$ cat config.mk
export PLATFORM = sky130hd
export DESIGN_NAME = ps2_keyboard_rx
export DESIGN_NICKNAME = d
export VERILOG_FILES = /design/src/rtl/ps2_keyboard_rx.sv
export SDC_FILE = /design/constraint.sdc
export NUM_CORES = 1
export LEC_CHECK = 0
export BUFFER_PORTS_ARGS = -buffer_cell sky130_fd_sc_hd__buf_2
export CAP_MARGIN = 20
export CORE_MARGIN = 2
export CORE_UTILIZATION = 40
export CTS_CLUSTER_DIAMETER = 40
export DETAILED_ROUTE_END_ITERATION = 16
export PLACE_DENSITY_LB_ADDON = 0.3
export SYNTH_ARGS = -nofsm -noshare
export SYNTH_HDL_FRONTEND = slang
export SYNTH_SLANG_ARGS = --single-unit
$ cat constraint.sdc
create_clock -name clk -period 2.1 [get_ports clk]
set_input_delay 0.105 -clock clk [delete_from_list [all_inputs] [get_ports clk]]
set_output_delay 0.105 -clock clk [all_outputs]
set_load 0.02 [all_outputs]
$ cat src/rtl/ps2_keyboard_rx.sv
// rtl/ps2_keyboard_rx.sv - PS/2 keyboard frame receiver and scan-code decoder
//
// Purpose: synchronizes and glitch-filters the PS/2 clock, shifts in 11-bit
// frames (start, 8 data LSB first, odd parity, stop), checks framing, and
// decodes make / break (F0) / extended (E0) sequences into a held key value.
//
// Ports:
//   clk        in   system clock
//   rst        in   synchronous reset, active-high
//   ps2Clk     in   raw PS/2 clock line (asynchronous)
//   ps2Data    in   raw PS/2 data line (asynchronous)
//   keyDown    out  active-low key-held level for the key in value
//   value      out  {prefix, code}, prefix 8'hE0 for extended keys
//   byteValid  out  one-cycle pulse per accepted data byte
//   rxByte     out  last accepted data byte, held between pulses
//   frameError out  one-cycle pulse on start/parity/stop error or timeout
module ps2_keyboard_rx #(
  parameter int FILTER_LEN     = 4,
  parameter int TIMEOUT_CYCLES = 50000
) (
  input  logic        clk,
  input  logic        rst,
  input  logic        ps2Clk,
  input  logic        ps2Data,
  output logic        keyDown,
  output logic [15:0] value,
  output logic        byteValid,
  output logic [7:0]  rxByte,
  output logic        frameError
);

  localparam int FCW = $clog2(FILTER_LEN + 1);
  localparam int TCW = $clog2(TIMEOUT_CYCLES + 1);

  typedef enum logic [1:0] {IDLE, RECV, CHECK} state_t;

  state_t      r_state;
  state_t      w_next;

  logic        r_clk_s1, r_clk_s2;
  logic        r_dat_s1, r_dat_s2;
  logic        r_filt, r_filt_d;
  logic [FCW-1:0] r_fcnt;
  logic [TCW-1:0] r_tcnt;
  logic [3:0]  r_bitcnt;
  logic [10:0] r_shift;
  logic        r_e0, r_f0;

  logic        w_fall;
  logic        w_timeout;
  logic        w_frame_ok;
  logic [7:0]  w_code;
  logic [7:0]  w_prefix;

  assign w_fall     = r_filt_d & ~r_filt;
  assign w_code     = r_shift[8:1];
  assign w_prefix   = r_e0 ? 8'hE0 : 8'h00;
  // start low, stop high, data plus parity carries an odd number of ones
  assign w_frame_ok = ~r_shift[0] & r_shift[10] & (^r_shift[9:1]);
  // an edge in the same cycle restarts the count, so it wins over timeout
  assign w_timeout  = (r_state == RECV) && !w_fall &&
                      (r_tcnt == TCW'(TIMEOUT_CYCLES - 1));

  // Input synchronizers and clock glitch filter
  always_ff @(posedge clk) begin
    if (rst) begin
      r_clk_s1 <= 1'b1;
      r_clk_s2 <= 1'b1;
      r_dat_s1 <= 1'b1;
      r_dat_s2 <= 1'b1;
      r_filt   <= 1'b1;
      r_filt_d <= 1'b1;
      r_fcnt   <= '0;
    end else begin
      r_clk_s1 <= ps2Clk;
      r_clk_s2 <= r_clk_s1;
      r_dat_s1 <= ps2Data;
      r_dat_s2 <= r_dat_s1;
      r_filt_d <= r_filt;
      // count consecutive samples that disagree with the filtered level;
      // any agreeing sample restarts the run
      if (r_clk_s2 == r_filt) begin
        r_fcnt <= '0;
      end else if (r_fcnt == FCW'(FILTER_LEN - 1)) begin
        r_filt <= r_clk_s2;
        r_fcnt <= '0;
      end else begin
        r_fcnt <= r_fcnt + 1'b1;
      end
    end
  end

  // FSM state register
  always_ff @(posedge clk) begin
    if (rst) r_state <= IDLE;
    else     r_state <= w_next;
  end

  // FSM next state
  always_comb begin
    w_next = r_state;
    case (r_state)
      IDLE:  if (w_fall) w_next = RECV;
      RECV: begin
        if (w_timeout)                        w_next = IDLE;
        else if (w_fall && r_bitcnt == 4'd10) w_next = CHECK;
      end
      CHECK: w_next = IDLE;
      default: w_next = IDLE;
    endcase
  end

  // Receive datapath, frame check and decoder
  always_ff @(posedge clk) begin
    if (rst) begin
      r_bitcnt   <= '0;
      r_shift    <= '0;
      r_tcnt     <= '0;
      r_e0       <= 1'b0;
      r_f0       <= 1'b0;
      keyDown    <= 1'b1;
      value      <= 16'h0000;
      byteValid  <= 1'b0;
      rxByte     <= 8'h00;
      frameError <= 1'b0;
    end else begin
      byteValid  <= 1'b0;
      frameError <= 1'b0;
      case (r_state)
        IDLE: begin
          r_tcnt <= '0;
          if (w_fall) begin
            // first bit enters at the top; ten more shifts land it in bit 0
            r_shift  <= {r_dat_s2, 10'b0};
            r_bitcnt <= 4'd1;
          end
        end
        RECV: begin
          if (w_fall) begin
            r_shift  <= {r_dat_s2, r_shift[10:1]};
            r_bitcnt <= r_bitcnt + 1'b1;
            r_tcnt   <= '0;
          end else if (w_timeout) begin
            frameError <= 1'b1;
            r_bitcnt   <= '0;
            r_tcnt     <= '0;
          end else begin
            r_tcnt <= r_tcnt + 1'b1;
          end
        end
        CHECK: begin
          r_bitcnt <= '0;
          r_tcnt   <= '0;
          if (w_frame_ok) begin
            byteValid <= 1'b1;
            rxByte    <= w_code;
            if (w_code == 8'hE0) begin
              r_e0 <= 1'b1;
            end else if (w_code == 8'hF0) begin
              r_f0 <= 1'b1;
            end else begin
              if (!r_f0) begin
                value   <= {w_prefix, w_code};
                keyDown <= 1'b0;
              end else if ({w_prefix, w_code} == value) begin
                keyDown <= 1'b1;
              end
              r_e0 <= 1'b0;
              r_f0 <= 1'b0;
            end
          end else begin
            frameError <= 1'b1;
          end
        end
        default: begin
          r_bitcnt <= '0;
          r_tcnt   <= '0;
        end
      endcase
    end
  end

endmodule

==> out/qor.yml <==
p_leak_nw: 1.356
final-max-slew-violation-count: 0
setup-tns-final_ns: 0
synth_top_cell_by_area: "dfxtp_1"
layout_common_cells: "dfxtp_1, nor2_1, buf_2, mux2i_1, xor2_1"
maximum_count_of_clock_buffers_along_a_single_path: 2
timing_worst_setup_path_type: "flop to flop"
run_status: "finished, final reports clean"
critical_path.cell_chain: "ha_1 > xnor3_2 > xnor2_2 > nor3_4 > buf_4 > nand2_1 > a32o_1"
vias: 2171
antenna_left: 0
synthArstFlopShare_pct: 0
cts_inserted_buffers: 9
p_per_area_nw_per_um2: 741.4
io_pins: 31
design.final.nets: 359
drc_errors: 0
netlist.area_leader.share_pct: 44.54
largest_family_of_logic_cells_by_synthesized_area: "simple AND/OR/NAND/NOR gates"
skew_ns: 0.01060
synth_xor_xnor_area_share_pct: 9.004
hpwl_um: 3891
cts.sinks: 64
portBuffers: 25
netlist_area_um2: 2877
arr_time_crit_path_ns: 2.20
cts.repair_timing.setup_buffer_count: 0
compound_gate_portion_of_the_synthesized_area_pct: 7.612
synth-simple-area-share_pct: 20.49
insertion_delay_ns: 0.34
dominantRegCellSynth: "dfxtp_1"
critPathCaptureType: "flop"
grt_usage_pct: 15.18
wl_per_cell_um: 12.41
finalWeightedCongestion: 0.7676
detail_route.vias_per_cell: 4.901
worst_hold_path_type: "primary input to flop"
areaGrowthSynthToFinish_pct: 17.22
post_synth.cell_area_avg_um2: 9.462
critPathLaunchType: "flop"
post_route_cells_drive_above_1_share_pct: 18.73
clock_tree_from_tritoncts: "yes"
placed_cells_incl_taps: 425
first_global_vias: 1962
synth.area.mux_share_pct: 6.612
grt_start_max_net_pins: 28
path_buf_inv: 1
proportion_of_synthesized_chip_area_in_sequential_cells_pct: 44.54
first_pass_iters: 4
final_cells: 443
fin_total_pwr_mw: 2.500
post_synth_edffs: 0
cap_violations: 0
wl_um: 5497
worst_slew_pin_slew_ns: 0.5514
fmax_mhz: 507.5
max_slew_margin_pct: 63.24
mostFrequentLayoutCell: "dfxtp_1"
timing.critical_path.fanout_max: 8
fin_area_um2: 3372
cp_slowest_stage_delay_ns: 0.38
crit_slowest_cell: "xnor3_2"
antenna_diode_count: 0
grt_pass1_wl_um: 9183
critical-path-top-delay-family: "XOR/XNOR gates"
power.ir.vdd_worst_uv: 742.3
std_cell_rows: 30
antenna_found_initial: 0
die_h_um: 88.80
timing.final.crit_period_ns: 1.971
detailedRoute.firstIterationViolations: 52
placeableCoreArea_um2: 6869
critical_path_required_ns: 2.33
synth_fa_ha_area_share_pct: 5.655
clock-root-buffer: "clkbuf_8"
die-area_um2: 7885
clock_tree.htree_level_count: 3
ys_ff_latch: 64
syn-instance-count: 304
start_util_pct: 41.88
cts.clk_slew.worst_paths_ns: 0.08
ctsResizeCount: 0
warnings_synthesis: 0
post_synth_main_area_contributors: "dfxtp_1, nor2_1, mux2i_1, ha_1, xor2_1"
rsz0062_at_grt: "false"
ys_types: 43
finalSetupViolations: 0
grt-ovfl-total: 0
timing_hold_violations_final: 0
chipWidth_um: 88.80
post-route-period-util_pct: 93.83
postPlaceCellArea_um2: 3123
registers in the layout, indices dropped and copies added (netlist names):
name        count
byteValid       1
frameError      1
keyDown         1
r_bitcnt        4
r_clk_s1        1
r_clk_s2        1
r_dat_s1        1
r_dat_s2        1
r_e0            1
r_f0            1
r_fcnt          3
r_filt          1
r_filt_d        1
r_shift        11
r_state         2
r_tcnt         16
rxByte          8
value           9
repair_timing:
action | CTS | global route
hold buffers | 2 | 0
setup endpoints to repair | 0 | 0
endpoints found under the hold margin | 2 | 0
metrics by stage:
| step | utilization (%) | hold WS, ns | setup slack, ns |
|---|---|---|---|
| finish | 49.09 | 0.1267 | 0.1295 |
| CTS | 49.09 | 0.1147 | 0.1202 |
| global placement | 45.46 | 0.2951 | 0.1788 |
| detailed placement | 45.46 | 0.2974 | 0.1299 |
| global route | 49.09 | 0.1327 | 0.03346 |
| floorplan | - | 0.2088 | 0.1861 |
kinds of logic (layout without fill, tap and decap cells):
kind of cell,count (synthesis),count (layout)
AOI/OAI and AO/OA,31,31
xor gates and xnor gates,27,27
adders and majority gates,13,13
buffers and inverters,32,71
DFF,64,64
muxes,19,19
other,1,5
and+or+nand+nor,117,117
routing by layer:
layer / track usage (%) / vias up / part of all wire (%)
met3: 5.690 / 9 / 4.5
met2: 24.02 / 40 / 47
met1: 19.21 / 1019 / 47
met5: 0 / - / 0
met4: 4.821 / 0 / 1.2
li1: - / 1103 / -
final timing paths:
kind,to,depth (start not counted),start,slack (ns)
setup / recovery,r_f0$_SDFFE_PP0P_,7,r_shift[7]$_SDFFE_PP0P_,0.13
hold / removal,value[7]$_SDFFE_PP0P_,2,rst,0.13
setup reg to reg,r_f0$_SDFFE_PP0P_,7,r_shift[7]$_SDFFE_PP0P_,0.13
hold reg to reg,r_dat_s2$_SDFF_PP1_,1,r_dat_s1$_SDFF_PP1_,0.41
power by group:
part	total [mW]	internal (mW)	leakage, nW	switching [mW]
clock	1.20	0.706	0.117	0.492
combinational	0.0745	0.0246	0.722	0.0499
sequential	1.23	1.22	0.517	0.00519
cells in the mapped netlist, types with 2 or more instances:
cell / number
nor2b_1: 2
mux2i_1: 19
dfxtp_1: 64
ha_1: 13
buf_4: 7
xor2_1: 17
a32o_1: 2
nand2_1: 13
and4_1: 3
a31oi_1: 3
nand4_1: 6
nor3_1: 6
buf_6: 3
xnor2_1: 8
a21oi_1: 5
nor4_1: 2
a22oi_1: 10
nand2b_1: 3
o21ai_0: 3
inv_1: 14
clkbuf_1: 6
or3_1: 2
o211ai_1: 2
and3_1: 4
nand3_1: 10
or2_2: 5
nor4b_1: 2
nor4bb_1: 2
nor2_1: 53
buf_2: 2
layout make-up:
type | count | area (µm²)
Multi-Input combinational cell | 212 | 1439
Fill cell | 669 | 3497
Clock buffer | 10 | 137.6
Inverter | 14 | 52.55
Sequential cell | 64 | 1281
Tap cell | 96 | 120.1
Timing Repair Buffer | 41 | 250.2
Clock inverter | 6 | 91.34
(Power assumes the default switching activity.)
